### src/rtl/adder_if.sv
// adder_if: operand/result bundle for the adder.
//   master : drives A, B; observes out, co, sum_q, zero_q, ovf_q
//   slave  : the adder side
interface adder_if #(
  parameter int WIDTH = 4
);
  logic [WIDTH-1:0] A;
  logic [WIDTH-1:0] B;
  logic [WIDTH-1:0] out;
  logic             co;
  logic [WIDTH:0]   sum_q;
  logic             zero_q;
  logic             ovf_q;

  modport master (output A, B, input out, co, sum_q, zero_q, ovf_q);
  modport slave  (input A, B, output out, co, sum_q, zero_q, ovf_q);
endinterface

### src/rtl/adder.sv
// adder: gate-level ripple-carry adder with a one-cycle registered status copy.
//   clk        rising-edge clock
//   rst_n      synchronous active-low reset (registers only)
//   bus.A/B    WIDTH-bit unsigned operands
//   bus.out    combinational (A+B) mod 2^WIDTH
//   bus.co     combinational carry-out
//   bus.sum_q  registered {co, out}
//   bus.zero_q registered out == 0 (ignores co)
//   bus.ovf_q  registered two's-complement overflow

// One full-adder cell, kept as explicit XOR/AND/OR to match the gate netlist.
module adder_fa (
  input  logic a,
  input  logic b,
  input  logic ci,
  output logic s,
  output logic co
);
  logic p;
  assign p  = a ^ b;
  assign s  = p ^ ci;
  assign co = (a & b) | (ci & p);
endmodule

module adder #(
  parameter int WIDTH = 4
) (
  input  logic    clk,
  input  logic    rst_n,
  adder_if.slave  bus
);
  logic [WIDTH:0]   c;
  logic [WIDTH-1:0] s;
  logic [WIDTH:0]   sum_d, sum_q;
  logic             zero_d, zero_q;
  logic             ovf_d, ovf_q;

  assign c[0] = 1'b0;

  for (genvar i = 0; i < WIDTH; i++) begin : g_cell
    adder_fa u_fa (
      .a  (bus.A[i]),
      .b  (bus.B[i]),
      .ci (c[i]),
      .s  (s[i]),
      .co (c[i+1])
    );
  end

  assign bus.out = s;
  assign bus.co  = c[WIDTH];

  // Overflow from the carries into and out of the sign cell; for WIDTH=1
  // c[0] is 0, so this collapses to co.
  always_comb begin
    sum_d  = {c[WIDTH], s};
    zero_d = (s == '0);
    ovf_d  = c[WIDTH] ^ c[WIDTH-1];
  end

  always_ff @(posedge clk) begin
    if (!rst_n) begin
      sum_q  <= '0;
      zero_q <= 1'b1;
      ovf_q  <= 1'b0;
    end else begin
      sum_q  <= sum_d;
      zero_q <= zero_d;
      ovf_q  <= ovf_d;
    end
  end

  assign bus.sum_q  = sum_q;
  assign bus.zero_q = zero_q;
  assign bus.ovf_q  = ovf_q;
endmodule

### src/flat_wrapper.sv
// flat-port wrapper written by rule: the top's interface ports become plain ports
module adder_flat 
#(
  parameter int WIDTH = 4
)
  (clk, rst_n, bus_A, bus_B, bus_out, bus_co, bus_sum_q, bus_zero_q, bus_ovf_q);
  adder_if #(.WIDTH(WIDTH)) bus_i ();
  input  logic clk;
  input  logic rst_n;
  input wire logic [$bits(bus_i.A)-1:0] bus_A;
  input wire logic [$bits(bus_i.B)-1:0] bus_B;
  output wire logic [$bits(bus_i.out)-1:0] bus_out;
  output wire logic [$bits(bus_i.co)-1:0] bus_co;
  output wire logic [$bits(bus_i.sum_q)-1:0] bus_sum_q;
  output wire logic [$bits(bus_i.zero_q)-1:0] bus_zero_q;
  output wire logic [$bits(bus_i.ovf_q)-1:0] bus_ovf_q;
  assign bus_i.A = bus_A;
  assign bus_i.B = bus_B;
  assign bus_out = bus_i.out;
  assign bus_co = bus_i.co;
  assign bus_sum_q = bus_i.sum_q;
  assign bus_zero_q = bus_i.zero_q;
  assign bus_ovf_q = bus_i.ovf_q;
  adder #(.WIDTH(WIDTH)) u_core (.clk(clk), .rst_n(rst_n), .bus(bus_i));
endmodule
### config.mk
export PLATFORM = sky130hd
export DESIGN_NAME = adder_flat
export DESIGN_NICKNAME = d
export VERILOG_FILES = /design/src/rtl/adder_if.sv /design/src/rtl/adder.sv /design/src/flat_wrapper.sv
export SDC_FILE = /design/constraint.sdc
export NUM_CORES = 1
export LEC_CHECK = 0
export ABC_CLOCK_PERIOD_IN_PS = 3300
export CORE_AREA = 2 2 39 41
export CTS_CLUSTER_SIZE = 25
export DETAILED_ROUTE_END_ITERATION = 10
export DIE_AREA = 0 0 41 43
export PLACE_DENSITY = 0.55
export SLEW_MARGIN = 0
export SYNTH_ARGS = -nofsm -noshare
export SYNTH_HDL_FRONTEND = slang
export SYNTH_HIERARCHICAL = 1
export SYNTH_SLANG_ARGS = --single-unit
### constraint.sdc
create_clock -name clk -period 3.3 [get_ports clk]
set_input_delay 0.66 -clock clk [delete_from_list [all_inputs] [get_ports clk]]
set_output_delay 0.66 -clock clk [all_outputs]
set_load 0.005 [all_outputs]
**After elaboration in Yosys (flattened, before gate mapping)**

Index checks and enable logic that the tools add are counted.

- Register bits: 7
- Input port bits: 10
- Output and inout bits: 12

- Bitwise operators: 18
- Reductions and logical operators: 1

Operator list:

| operator | count |
|---|---|
| XOR 1 bit | 8 |
| AND 1 bit | 7 |
| zero test 4 bit | 1 |
| OR 1 bit | 3 |

**Longest topological paths before layout**

- Depth after elaboration: 8
- Gate-level depth with buffers: 6
- Depth with buffers taken out: 6

**Modules after synthesis**

Netlist, hierarchy kept.

Modules (own cells, without submodules):

| module | cells each | sequential area each (sq um) | area each (sq um) | instances |
|---|---|---|---|---|
| adder | 16 | 140.1 | 207.7 | 1 |
| adder_fa | 1 | 0.0 | 20.0 | 4 |

**Worst setup path after synthesis**

Ideal clock, no wire load.

- Path kind: in2out
- From: in bus_A[0]
- To: out bus_out[3]
- Setup slack: 218 ps
- Cell stages on the path: 4
- Path buffers: 0
- Arrival: 2,422 ps
- Cell sequence: fa_1 -> fa_1 -> fa_1 -> fa_1

- Longest elaborated chain between the ends: 6

Ends and longest elaborated chain:

| what | line | text |
|---|---|---|
| from (decl) | flat_wrapper.sv:10 | `input wire logic [$bits(bus_i.A)-1:0] bus_A;` |
| AND 1 bit (2 in series) | adder.sv:22 | `assign co = (a & b) \| (ci & p);` |
| OR 1 bit | adder.sv:22 |  |
| named net u_core.c[2] | adder.sv:32 | `logic [WIDTH:0] c;` |
| AND 1 bit | adder.sv:22 |  |
| OR 1 bit | adder.sv:22 |  |
| named net u_core.c[3] | adder.sv:32 |  |
| XOR 1 bit | adder.sv:21 | `assign s = p ^ ci;` |
| to (decl) | flat_wrapper.sv:12 | `output wire logic [$bits(bus_i.out)-1:0] bus_out;` |

The timed path passes the listed nets, and every way through them passes these cells.

**Worst setup path in the final report**

- From: in bus_B[0]
- To: out bus_out[3]

- Longest elaborated chain between the ends: 6

Ends and longest elaborated chain:

| what | line | text |
|---|---|---|
| from (decl) | flat_wrapper.sv:11 | `input wire logic [$bits(bus_i.B)-1:0] bus_B;` |
| AND 1 bit | adder.sv:22 |  |
| named net u_core.c[1] | adder.sv:32 |  |
| AND 1 bit | adder.sv:22 |  |
| OR 1 bit | adder.sv:22 |  |
| named net u_core.c[2] | adder.sv:32 |  |
| AND 1 bit | adder.sv:22 |  |
| OR 1 bit | adder.sv:22 |  |
| named net u_core.c[3] | adder.sv:32 |  |
| XOR 1 bit | adder.sv:21 |  |

The timed path passes the listed nets, and every way through them passes these cells.

==> summary.txt <==
Worst setup path
  – CP top delay family: adder cells
  – CP max stage delay: ~0.54 ns
  – Crit-path slowest cell: fa_2
  – WP data required: 2.64 ns
  – CP Class: primary input to output port
  – CP most frequent cell: fa_2
  – Crit path DAT: 2.57 ns
  – Largest fanout on the critical path: 2
  – Nature of the critical path startpoint: primary input
  – CP Capture Type: output port
  – Bufs and invs on worst path: 2
  – Crit path cell chain: clkdlybuf4s15_1 -> fa_2 -> fa_2 -> fa_2 -> fa_2 -> buf_2

Final layout
  – Share of post-route cells with drive strength above 1: between 30% and 40%
  – Layout Nets: between 60 and 70
  – Area growth syn-to-layout: 103%
  – N_diodes: 0
  – Post-route design area: 583 um2

Yosys
  – Unique masters post-synth: 7
  – Sequential area share after synthesis: 48.7%
  – Mapped Avg Cell Area: 14.4 um2
  – Cell type with the largest total area after synthesis: dfxtp_1
  – Yosys top cell area share: 48.7%
  – Yosys reg bits: 7
  – Post-Syn Instances: 20
  – Syn Nets: 34
  – Total of warnings raised by yosys: 6
  – Top cells by area, synth: dfxtp_1 49%, fa_1 28%, and2_1 11%
  – Cell Area, Synth: 288 um2

Global route
  – Largest net degree at the start of global routing: 8
  – Initial antenna violation count: 0
  – Tot GR Track Use: 9.30%
  – Vias in the first global route: 292
  – First-pass GRT wire length: 1.04 mm
  – Gr ovfl total: 0

Run
  – Max_cap viols: 0

Worst hold path
  – Worst Hold Path EP: u_core/bus.zero_q
  – Hold WC Path Type: primary input to flop
  – Hold Startpoint: bus_A[0]
  – Worst hold path stage count: 3

STA
  – Final setup vio count: 0
  – Final worst path period need: roughly 3.2 ns
  – Worst Slack Setup Final: a little over 0.07 ns
  – RSZ-0062 raised after global routing: no
  – Hold Fails Final Rpt: 0
  – Fin crit share: 97.8%
  – Fmax: 310 MHz
  – Max-slew violations: 0
  – WHS: ~0.87 ns

Routing
  – M1 WL: 196 um
  – Vias per inst: 3.80
  – Detailed Route WL: 594 um
  – ANT nets after route: 0
  – Post-route DRC: 0
  – Met3 WL: 44 um
  – TritonRoute pass-1 iters: 2
  – WL per Instance: 9.00 um
  – Total number of vias: roughly 250
  – Drt initial violations: 1
  – Met2 wire len: roughly 350 um
  – Top Metal Used: met3

Die
  – Die extent in y: around 43 um
  – Initial Util: 20.8%
  – Die W: 41 um
  – Die area: 1760 um2
  – Num ports: 22
  – # rows: 14
  – Core Area: 1380 um2

Place
  – DP HPWL: about 540 um
  – Setup WS pre-CTS: -0.756 ns
  – Port bufs: 21
  – DP Area: ~560 um2
  – GP Congestion: 0.629

Clock network
  – CTS Buf Count: 3
  – Post-CTS Setup Bufs: 0
  – TritonCTS clock tree: built
  – Clock Path Buffers: 2
  – H-tree levels: 1
  – Root buffer cell: clkbuf_4
  – Reg clk slew, reported paths: 0.05 ns
  – # hold bufs at CTS: 0
  – CTS sink count: 7

Power
  – Power density cells: 446 nW/um2
  – VDD IR max: roughly 120 uV
  – Leak pwr: 0.000244 uW

Outcome
  – Status: finished clean
## kinds of logic after synthesis
kind of cell | synth area share (%)
other | 1.30
AO/OA/AOI/OAI | 5.65
flip-flops | 48.7
XOR/XNOR | 3.04
adder cells (fa/ha/maj) | 27.8
AND/OR/NAND/NOR | 13.5
## cell usage after synthesis
cell type,number
conb_1,1
and2_2,1
and2_1,5
o41ai_2,1
fa_1,4
xor2_1,1
dfxtp_1,7
## registers in the layout, summed over array words and instances (netlist names)
register and flops:
u_core/bus.zero_q 1, u_core/bus.sum_q 5, u_core/bus.ovf_q 1
## power by group
group / total, uW / leakage [uW] / switching [uW] / internal [uW]
Combinational: 90.3 / 0.000171 / 28.8 / 61.5
Sequential: 96.5 / 0.0000585 / 2.12 / 94.4
Clock: 73.2 / 0.0000150 / 27.4 / 45.9
## final cells by class
type,instances,area [um2]
Sequential cell,7,140
Tap cell,16,20.0
Timing Repair Buffer,26,239
Fill cell,141,801
Clock buffer,4,26.3
Multi-Input combinational cell,13,158
## repair_timing
action	CTS	global route
gates resized for setup	15	1
setup endpoints to repair	3	3
pin swaps	4	2
## routing by layer
metal | vias to the layer above | GRT usage (%)
li1 | 122 | -
met1 | 116 | 7.24
met2 | 13 | 16.3
met3 | 0 | 1.57
met4 | 0 | 10.0
met5 | - | 0
## cells in the final DEF, fill, tap and decap left out, drive strengths merged
master         synthesis  layout
clkdlybuf4s15          0       1
and2                   6       6
xor2                   1       1
clkdlybuf4s50          0      16
dlymetal6s2s           0       1
dlygate4sd2            0       1
conb                   1       1
dfxtp                  7       7
fa                     4       4
o41ai                  1       1
buf                    0       7
clkbuf                 0       4
## worst max-delay path by stage
stage	to	start	slack [ns]	cells past startpoint
2_1_floorplan	bus_out[3]	bus_A[0]	0.22	4
3_3_place_gp	bus_out[3]	bus_A[0]	-0.71	6
3_5_place_dp	bus_out[3]	bus_A[0]	-0.76	6
4_1_cts	bus_out[3]	bus_B[0]	0.01	6
5_1_grt	bus_out[3]	bus_B[0]	0.005	6
6_report	bus_out[3]	bus_B[0]	0.07	6
## per-stage QoR
step | cells | power (uW) | setup TNS (ns) | util (%)
finish | 66 | 260 | 0 | 42.1
global route | 66 | 280 | 0 | 42.1
CTS | 66 | 268 | 0 | 42.0
detailed placement | 62 | 193 | -1.69 | 40.1
global placement | 62 | 191 | -1.56 | 40.1
floorplan | 20 | 126 | 0 | -
(Power assumes the default switching activity.)
